==> src/rtl/mem_partial_access_ctrl.sv <==
// Load/store sequencer between the CPU and a word-wide synchronous data memory.
// Byte/half stores are read-modify-write: new data replaces the low bits, upper bits are kept.
module mem_partial_access_ctrl #(
    parameter int unsigned MEM_LATENCY = 1  // 1..4 cycles from read enable to valid mem_rdata
) (
    input  logic        clk,
    input  logic        reset,
    input  logic        req_valid,
    output logic        req_ready,
    input  logic        req_write,
    input  logic [1:0]  req_size,
    input  logic        req_signed,
    input  logic [31:0] req_addr,
    input  logic [31:0] req_wdata,
    output logic        resp_valid,
    output logic [31:0] resp_rdata,
    output logic        resp_err,
    output logic        mem_en,
    output logic        mem_we,
    output logic [31:0] mem_addr,
    output logic [31:0] mem_wdata,
    input  logic [31:0] mem_rdata
);

    localparam logic [1:0] SIZE_ILLEGAL = 2'b00;
    localparam logic [1:0] SIZE_BYTE    = 2'b01;
    localparam logic [1:0] SIZE_HALF    = 2'b10;
    localparam logic [1:0] SIZE_WORD    = 2'b11;

    typedef enum logic [2:0] {
        IDLE,
        READ,
        WAIT,
        WRITE,
        RESP
    } state_t;

    state_t      state;
    state_t      state_nxt;

    logic        cap_write;
    logic        cap_signed;
    logic [1:0]  cap_size;
    logic [31:0] cap_addr;
    logic [31:0] cap_wdata;
    logic [31:0] rbuf;
    logic [2:0]  wait_cnt;

    // Byte offset is irrelevant: every access is a full aligned word.
    logic        unused_addr_lsbs;
    assign unused_addr_lsbs = &{1'b0, req_addr[1:0]};

    always_ff @(posedge clk or posedge reset) begin
        if (reset) begin
            state <= IDLE;
        end else begin
            state <= state_nxt;
        end
    end

    always_ff @(posedge clk or posedge reset) begin
        if (reset) begin
            cap_write  <= 1'b0;
            cap_signed <= 1'b0;
            cap_size   <= '0;
            cap_addr   <= '0;
            cap_wdata  <= '0;
            rbuf       <= '0;
            wait_cnt   <= '0;
        end else begin
            case (state)
                IDLE: begin
                    if (req_valid) begin
                        cap_write  <= req_write;
                        cap_signed <= req_signed;
                        cap_size   <= req_size;
                        cap_addr   <= {req_addr[31:2], 2'b00};
                        cap_wdata  <= req_wdata;
                    end
                end
                READ: begin
                    wait_cnt <= 3'(MEM_LATENCY);
                end
                WAIT: begin
                    wait_cnt <= wait_cnt - 3'd1;
                    if (wait_cnt == 3'd1) begin
                        rbuf <= mem_rdata;
                    end
                end
                default: ;
            endcase
        end
    end

    always_comb begin
        state_nxt = state;
        case (state)
            IDLE: begin
                if (req_valid) begin
                    if (req_size == SIZE_ILLEGAL) begin
                        state_nxt = RESP;
                    end else if (req_write && (req_size == SIZE_WORD)) begin
                        state_nxt = WRITE;
                    end else begin
                        state_nxt = READ;
                    end
                end
            end
            READ:  state_nxt = WAIT;
            WAIT: begin
                if (wait_cnt == 3'd1) begin
                    state_nxt = cap_write ? WRITE : RESP;
                end
            end
            WRITE: state_nxt = RESP;
            RESP:  state_nxt = IDLE;
            default: state_nxt = IDLE;
        endcase
    end

    always_comb begin
        req_ready  = 1'b0;
        resp_valid = 1'b0;
        resp_err   = 1'b0;
        resp_rdata = '0;
        mem_en     = 1'b0;
        mem_we     = 1'b0;
        mem_addr   = '0;
        mem_wdata  = '0;
        case (state)
            IDLE: begin
                // Reset is asynchronous; IDLE alone must not advertise readiness while it is held.
                req_ready = ~reset;
            end
            READ: begin
                mem_en   = 1'b1;
                mem_addr = cap_addr;
            end
            WRITE: begin
                mem_en   = 1'b1;
                mem_we   = 1'b1;
                mem_addr = cap_addr;
                case (cap_size)
                    SIZE_BYTE: mem_wdata = {rbuf[31:8], cap_wdata[7:0]};
                    SIZE_HALF: mem_wdata = {rbuf[31:16], cap_wdata[15:0]};
                    default:   mem_wdata = cap_wdata;
                endcase
            end
            RESP: begin
                resp_valid = 1'b1;
                resp_err   = (cap_size == SIZE_ILLEGAL);
                if (!cap_write) begin
                    case (cap_size)
                        SIZE_BYTE: resp_rdata = {{24{cap_signed & rbuf[7]}}, rbuf[7:0]};
                        SIZE_HALF: resp_rdata = {{16{cap_signed & rbuf[15]}}, rbuf[15:0]};
                        SIZE_WORD: resp_rdata = rbuf;
                        default:   resp_rdata = '0;
                    endcase
                end
            end
            default: ;
        endcase
    end

endmodule

==> config.mk <==
export PLATFORM = sky130hd
export DESIGN_NAME = mem_partial_access_ctrl
export DESIGN_NICKNAME = d
export VERILOG_FILES = /design/src/rtl/mem_partial_access_ctrl.sv
export SDC_FILE = /design/constraint.sdc
export NUM_CORES = 1
export LEC_CHECK = 0
export ABC_AREA = 1
export CAP_MARGIN = 20
export CORE_ASPECT_RATIO = 0.7
export CORE_UTILIZATION = 25
export CTS_BUF_LIST = sky130_fd_sc_hd__clkbuf_8
export CTS_CLUSTER_SIZE = 20
export DETAILED_ROUTE_END_ITERATION = 12
export PLACE_DENSITY = 0.61
export SYNTH_ARGS = -nofsm -noshare
export SYNTH_HDL_FRONTEND = slang
export SYNTH_SLANG_ARGS = --single-unit
==> constraint.sdc <==
create_clock -name clk -period 3.7 [get_ports clk]
set_input_delay 0.74 -clock clk [delete_from_list [all_inputs] [get_ports clk]]
set_output_delay 0.74 -clock clk [all_outputs]
set_load 0.01 [all_outputs]
After elaboration in Yosys (flattened, before gate mapping)
Cells that the tools add are included.

Reductions and logical operators: 9. Bitwise gates (word level): 3. Equality and inequality tests: 11. Multiplexer cells: 18. $add $sub $neg: 1.

Operators by type and width (count): 32-bit two-way mux (4); 32-bit one-hot mux with 3 select lines (1); 32-bit one-hot mux with 2 select lines (1); 3-bit two-way mux (4); 3-bit one-hot mux with 4 select lines (1); 2-bit == test, second input constant (3); 3-bit by 1-bit == test with 1-bit output, second input constant (2); 3-bit by 2-bit == test with 1-bit output, second input constant (2); 3-bit one-hot mux with 2 select lines (1); 2-bit AND reduction (3); 1-bit two-way mux (5); 2-bit logical NOT (2); 2-bit inequality test, second input constant (2); 3-bit == test, second input constant (1); 3-bit logical NOT (1); 3-bit by 1-bit subtractor with 3-bit output, second input constant (1); 1-bit bitwise AND (2); 2-bit by 1-bit == test with 1-bit output, second input constant (1); 2-bit two-way mux (1); 2-bit nonzero test (1); 2-bit OR reduction (1); 1-bit logical AND (1); 1-bit NOT (1).

Word-level logic and storage cells: 50. Output and inout port bits: 101. Bits in registers: 104.

Depth between registers and ports, before layout
Gate-level depths: netlist of the first run.

Depth in word-level cells: 6. Gate-level depth with buffers: 10.

Worst setup path before layout of the first run
OpenSTA, ideal clock, no wires.

Path kind: reg-to-output. From: register cap_size[1]. To: output port mem_wdata[27]. Buffers on the path: 3. Cell stages (with the launch flop): 8. Slack: 1.162 ns. Arrival time: 1.798 ns. Data required time: 2.960 ns. Cells stage by stage: dfrtp_1 -> clkbuf_1 -> inv_1 -> ha_1 -> clkbuf_1 -> clkbuf_1 -> o21ai_1 -> a21oi_1.

Word-level cells in the longest chain between the ends: 3. Elaborated cells between the ends (all ways): 4. Those cells by class: eq/ne: 2; mux: 2.

RTL lines: start, declared (RTL line 43) `logic [1:0] cap_size;`; start signal, assigned (RTL line 76) `cap_size <= req_size;`; 2-bit == test / 2-bit by 1-bit == test with 1-bit output (equally long branches) (RTL line 143) `case (cap_size)`; 32-bit one-hot mux with 2 select lines (*) (RTL line 143); 32-bit two-way mux (*) (RTL line 130) `case (state)`; end, declared (RTL line 21) `output logic [31:0] mem_wdata,`.

Mark *: on every way between the ends. The rest lies on a longest branch, timed or not.

Final worst setup path of the first run
From: register cap_size[1]. To: output port resp_rdata[7].

Word-level cells in the longest chain between the ends: 4. Elaborated cells between the ends (all ways): 6. Those cells by class: eq/ne: 3; mux: 3.

RTL lines: 2-bit == test / 2-bit by 1-bit == test with 1-bit output (equally long branches) (RTL line 153) `case (cap_size)`; 32-bit one-hot mux with 3 select lines (*) (RTL line 153); 32-bit two-way mux (*) (RTL line 152) `if (!cap_write) begin`; 32-bit two-way mux (*) (RTL line 130); end, declared (RTL line 16) `output logic [31:0] resp_rdata,`.

Marked as above.

==> results of run 1 <==
## path summary, 6_finish.rpt
path | startpoint | slack (ns) | to | cells after the start
max | cap_size[1] | 0.37 | resp_rdata[7] | 9
min | rbuf[0] | 0.50 | rbuf[0] | 2
max reg2reg | state[0] | 1.53 | cap_wdata[0] | 7
min reg2reg | rbuf[0] | 0.50 | rbuf[0] | 2
max in group asynchronous | reset | 2.10 | cap_wdata[20] | 3
min in group asynchronous | reset | 0.86 | cap_addr[6] | 2
## through the flow
stage	instance area (um2)	util (%)	power, mW	setup WS (ns)
4_1_cts	7734	37.16	5.114	0.006042
3_3_place_gp	7526	36.17	4.266	0.4588
2_1_floorplan	5323	-	3.455	0.2278
5_1_grt	7741	37.20	5.535	0.1267
3_5_place_dp	7526	36.17	4.318	0.4740
6_report	7741	37.20	5.036	0.3716
## area by class of cell
cell class,count,area [um2],area share (%)
clock buffer,11,151.4,1.956
clock inverter,5,56.30,0.7273
inverter,107,404.1,5.221
multi-input combinational,460,2077,26.83
sequential,104,2603,33.62
tap,276,345.3,4.461
timing repair buffer,209,2105,27.19
## metal layers
metal / part of all wire, % / wire length [um] / vias to the layer above
li1: - / - / 2527
met1: 49 / 7690 / 2212
met2: 41 / 6345 / 162
met3: 9.2 / 1431 / 10
met4: 0.88 / 137 / 0
met5: 0 / 0 / -
## state kept, by name (all words and copies together) (netlist names)
name,count
cap_signed,1
wait_cnt,3
rbuf,32
cap_size,2
state,3
cap_write,1
cap_addr,30
cap_wdata,32
## cell usage in the layout (no fill, tap or decap)
| cell | instances |
|---|---|
| clkinv_2 | 1 |
| inv_1 | 99 |
| inv_2 | 8 |
| clkinv_4 | 2 |
| ha_1 | 7 |
| a21oi_2 | 2 |
| dfrtp_1 | 104 |
| buf_4 | 7 |
| bufinv_16 | 1 |
| buf_12 | 3 |
| nand3_1 | 6 |
| o21ai_1 | 49 |
| or2_2 | 3 |
| nand2_2 | 2 |
| nor2_1 | 46 |
| nor3b_1 | 7 |
| o21ai_0 | 67 |
| nand3_2 | 1 |
| inv_4 | 1 |
| clkdlybuf4s50_1 | 199 |
| o22ai_1 | 2 |
| nor3_2 | 1 |
| nor2_4 | 3 |
| xnor2_1 | 1 |
| conb_1 | 2 |
| clkbuf_8 | 11 |
| nor2_2 | 1 |
| a21oi_1 | 32 |
| nand2_1 | 228 |
## report_power, final
part / internal (mW) / switching [mW] / leakage [nW]
registers: 1.69 / 0.279 / 1.28
clock network: 0.350 / 0.419 / 0.111
logic: 0.908 / 1.40 / 2.27
total: 2.94 / 2.09 / 3.66
## logic make-up (layout without fill, tap and decap cells)
kind of cell | count (synthesis) | in the layout
AND/OR/NAND/NOR | 298 | 298
XOR/XNOR | 1 | 1
buffers and inverters | 147 | 332
other | 1 | 2
AO/OA/AOI/OAI | 152 | 152
flip-flops | 104 | 104
adder cells (fa/ha/maj) | 7 | 7
## worst max-delay path: cells and delay by family, from the launching register on
family	cells	cell delay, ns
and+or+nand+nor	4	0.53
adders and majority gates	1	0.19
buffers and inverters	4	1.16
DFF	1	0.33
## repair_timing
item	in CTS	in global routing
setup buffers	0	1
setup endpoints to repair	0	16
hold endpoints to repair	0	0
==> impl_metrics.tcl, run 1 <==
set metrics [dict create \
    status "finished, final reports clean" \
    period_needed_ns 3.328 \
    dieWidth_um 176.3 \
    worst_hold_slack_ns 0.4959 \
    slew_viol_final 0 \
    synth_compound_area_share_pct 14.49 \
    drt_iter0_drc 315 \
    slowest_stage "clkdlybuf4s50_1" \
    num-nets-final 1001 \
    antenna_found_initial 0 \
    initial_core_util_pct 25.56 \
    ys_async_sr_fraction_pct 100.0 \
    yosys_warnings 0 \
    cts_tree "built" \
    cap_violations 0 \
    fin_worst_skew_ns 0.01354 \
    drt-pass1-iter-count 6 \
    synthAdderAreaFrac_pct 1.647 \
    place_inst 1155 \
    met1_usage_pct 20.67 \
    grt-busiest-layer "met2" \
    synthTopCellsByArea "dfrtp_1 49%, nand2_1 16%, inv_1 7.0%" \
    finalSetupViolations 0 \
    wl_per_cell_um 13.31 \
    fillers 2205 \
    clk_pin_slew_ns 0.10 \
    detailed_place_hpwl_um 11220 \
    dieArea_um2 21870 \
    p_per_area_nw_per_um2 650.6 \
    crit_required_ns 2.96 \
    first_global_vias 4803 \
    cts_htree_levels 3 \
    max_freq_mhz 300.4 \
    synth-edff-count 0 \
    max_slew_margin_pct 49.71 \
    syn_inst 710 \
    cts-hold-fix-buffers 0 \
    ant_nets 0 \
    synth_xor_area_share_pct 0.1647 \
    fin_cells 1172 \
    numCtsBuffers 9 \
    synth_top_family_by_area "simple AND/OR/NAND/NOR gates" \
    die_h_um 124.0 \
    synth-simple-area-share_pct 22.61 \
    use_met2_pct 21.38 \
    synth_area_um2 5319 \
    worstSetupEndpointType "primary output" \
    p_leak_nw 3.658 \
    clk_path_buf_depth 2 \
    grt_overflow_total 0 \
    n_antenna_cell 0 \
    rows 44 \
    synth.distinct_cells 26 \
    place.gp.congestion 0.8179 \
    wirelength_um 15610 \
    worstSkewPairLatency_ns 0.38 \
    synth_top_area_share_pct 48.93 \
    seq_area_frac_synth_pct 48.93 \
    hold_class "flop to flop" \
    route.detailed.drc 0 \
    area_delta_synth_final_pct 45.54 \
    cts.repair.resized 0 \
    vdd_ir_drop_max_v 0.0003223 \
    drive_gt1_share_pct 5.246 \
    grt_util_met3_pct 5.403 \
    synthTopCellsByCount "228 x nand2_1, 104 x dfrtp_1, 99 x inv_1" \
    vias_per_cell 4.190 \
    synth_top_area_cell "dfrtp_1" \
    cp-start-kind "flop" \
    cts_num_sinks 104 \
    cp_slowest_stage_delay_ns 0.54 \
    rsz0062_at_grt "no" \
    cts-root-buf "clkbuf_8" \
    cp_common_cell "nor2_1" \
    finalCritPeriodShare_pct 89.96 \
    synth_area_per_cell_um2 7.491 \
    finalSetupTns_ns 0 \
    grt_pass1_wl_um 25210 \
    ys.flop_type "dfrtp_1" \
    io_buffers 199 \
    crit_fanout 17 \
    ys_ff_latch 104 \
    arrival_ns 2.59 \
    yosysMostFrequentCell "nand2_1" \
    crit_chain "buf_4 -> inv_1 -> ha_1 -> nor2_1 -> nand2_2 -> inv_2 -> nand2_1 -> nor2_1 -> clkdlybuf4s50_1" \
    crit_type "flop to primary output" \
    core_um2 20810 \
    vias 4911 \
    ios 204 \
    synthMuxAreaShare_pct 0 \
    grt_max_degree 56 \
    hold_viol 0 \
    worst_slew_pin_slew_ns 0.7526 \
    grt_use_total_pct 14.79 \
]
No activity file was read; power rests on OpenSTA's default activity.
==> run 2: changes to the inputs <==
Settings changed: SKIP_LAST_GASP set to 1.
==> results of run 2 <==
No change in the layout: final DEF, timing and power equal those of run 1.
==> run 3: changes to the inputs <==
Settings changed: DONT_BUFFER_PORTS set to 1, PLACE_DENSITY 0.61 to 0.48.
==> impl_metrics.tcl, run 3 (synthesis results as in run 1) <==
set metrics [dict create \
    io_buffers 0 \
    route.detailed.drc 0 \
    hold_class "primary input to asynchronous set/reset pin" \
    ff2ff_path_depth 5 \
    worst_hold_slack_ns 0.3562 \
    r2r_slack_ns 1.67 \
    endpoint "mem_wdata[9]" \
    finalInstanceArea_um2 5717 \
    p_int_mw 2.578 \
    place_inst 955 \
    grt_pass1_wl_um 22150 \
    vias 4236 \
    drive_gt1_share_pct 6.619 \
    max_slew_margin_pct 48.99 \
    p_comb_share_pct 40.2 \
    arrival_ns 2.57 \
    core_um2 20810 \
    dieWidth_um 176.3 \
    numCtsBuffers 9 \
    cts.repair.resized 0 \
    crit_fanout 31 \
    finalCritPeriodShare_pct 89.59 \
    cts_htree_levels 3 \
    finalSetupViolations 0 \
    first_global_vias 3867 \
    vdd_ir_drop_max_v 0.0002658 \
    vias_per_cell 4.358 \
    r2r-start "state[2]" \
    power_switching_mw 2.044 \
    fin_cells 972 \
    cts_num_sinks 104 \
    cap_violations 0 \
    finalSetupTns_ns 0 \
    area_delta_synth_final_pct 7.481 \
    rsz0062_at_grt "no" \
    wl_per_cell_um 15.04 \
    dieArea_um2 21870 \
    wirelength_um 14620 \
    max_freq_mhz 301.7 \
    reg2reg_to "rbuf[28]" \
    ant_nets 0 \
    p_clk_share_pct 17.1 \
    grt_use_total_pct 13.44 \
    cts-hold-fix-buffers 0 \
    fillers 2318 \
    final_common_cell "nand2_1" \
    status "finished, final reports clean" \
    p_per_area_nw_per_um2 808.5 \
    ios 204 \
    die_h_um 124.0 \
    crit_required_ns 2.96 \
    clk_path_buf_depth 2 \
    crit_type "flop to primary output" \
    drt_iter0_drc 259 \
    drt-pass1-iter-count 4 \
    detailed_place_hpwl_um 10490 \
    rows 44 \
    top_regs "cap_wdata x32, rbuf x32, cap_addr x30" \
    period_needed_ns 3.315 \
    initial_core_util_pct 25.56 \
    slew_viol_final 0 \
    post_cts_buffers 0 \
    fin_worst_skew_ns 0.01254 \
    worstSkewPairLatency_ns 0.38 \
    p_leak_nw 2.909 \
    hold_viol 0 \
    cts_tree "built" \
    pwr-share-seq_pct 42.7 \
    grt_overflow_total 0 \
    grt_max_degree 59 \
    p_sw_share_pct 44.23 \
    cp-start-kind "flop" \
    place.gp.congestion 0.7882 \
    worst_slew_pin_slew_ns 0.7652 \
    worstSetupEndpointType "primary output" \
    startpoint "state[2]" \
    num-nets-final 800 \
    final_cell_mix "228 x nand2_1, 104 x dfrtp_1, 98 x inv_1" \
    clk_pin_slew_ns 0.11 \
    antenna_found_initial 1 \
    cts-root-buf "clkbuf_8" \
    dpl_cell_area_um2 5502 \
]
[run 3: worst min-delay path by stage]
stage,start,endpoint,slack (ns),cells after the start
2_1_floorplan,rbuf[0],rbuf[0],0.45,2
3_3_place_gp,rbuf[6],rbuf[6],0.47,2
3_5_place_dp,rbuf[3],rbuf[3],0.47,2
4_1_cts,reset,cap_addr[5],0.37,1
5_1_grt,reset,cap_addr[5],0.40,1
6_report,reset,cap_addr[5],0.36,1
[run 3: layout make-up]
cell class | count | area, um2 | share of cell area (%)
antenna | 1 | 2.502 | 0.04377
clock buffer | 11 | 151.4 | 2.648
clock inverter | 5 | 61.31 | 1.072
inverter | 107 | 404.1 | 7.069
multi-input combinational | 460 | 2077 | 36.33
sequential | 104 | 2603 | 45.52
tap | 276 | 345.3 | 6.041
timing repair buffer | 8 | 72.57 | 1.269
[run 3: metal layers]
metal	vias to the layer above	wire (um)	global-route usage (%)
li1	2138	-	-
met1	1933	7234	18.61
met2	153	5825	18.97
met3	12	1414	5.647
met4	0	146	3.556
met5	-	0	0
[run 3: critical path: stages, from the launching register on]
cell	delay [ns]
dfrtp_1	0.50
nor2_4	0.23
inv_2	0.27
nor2_4	0.48
inv_2	0.32
a21oi_1	0.37
[run 3: power by group through the flow]
stage / clock network (mW) / logic (mW) / registers [mW]
after floorplan: 0 / 1.54 / 1.91
after global placement: 0 / 1.88 / 2.00
after detailed placement: 0 / 1.90 / 2.00
after CTS: 0.843 / 1.91 / 1.98
after global routing: 0.876 / 2.18 / 2.05
final: 0.789 / 1.86 / 1.98
[run 3: metrics by stage]
step                utilization (%)  total power [mW]  setup slack, ns
floorplan                         -             3.455           0.2278
CTS                           27.46             4.729           0.2428
global route                  27.46             5.108           0.1390
global placement              26.44             3.879           0.7205
finish                        27.47             4.622           0.3851
detailed placement            26.44             3.906           0.6915
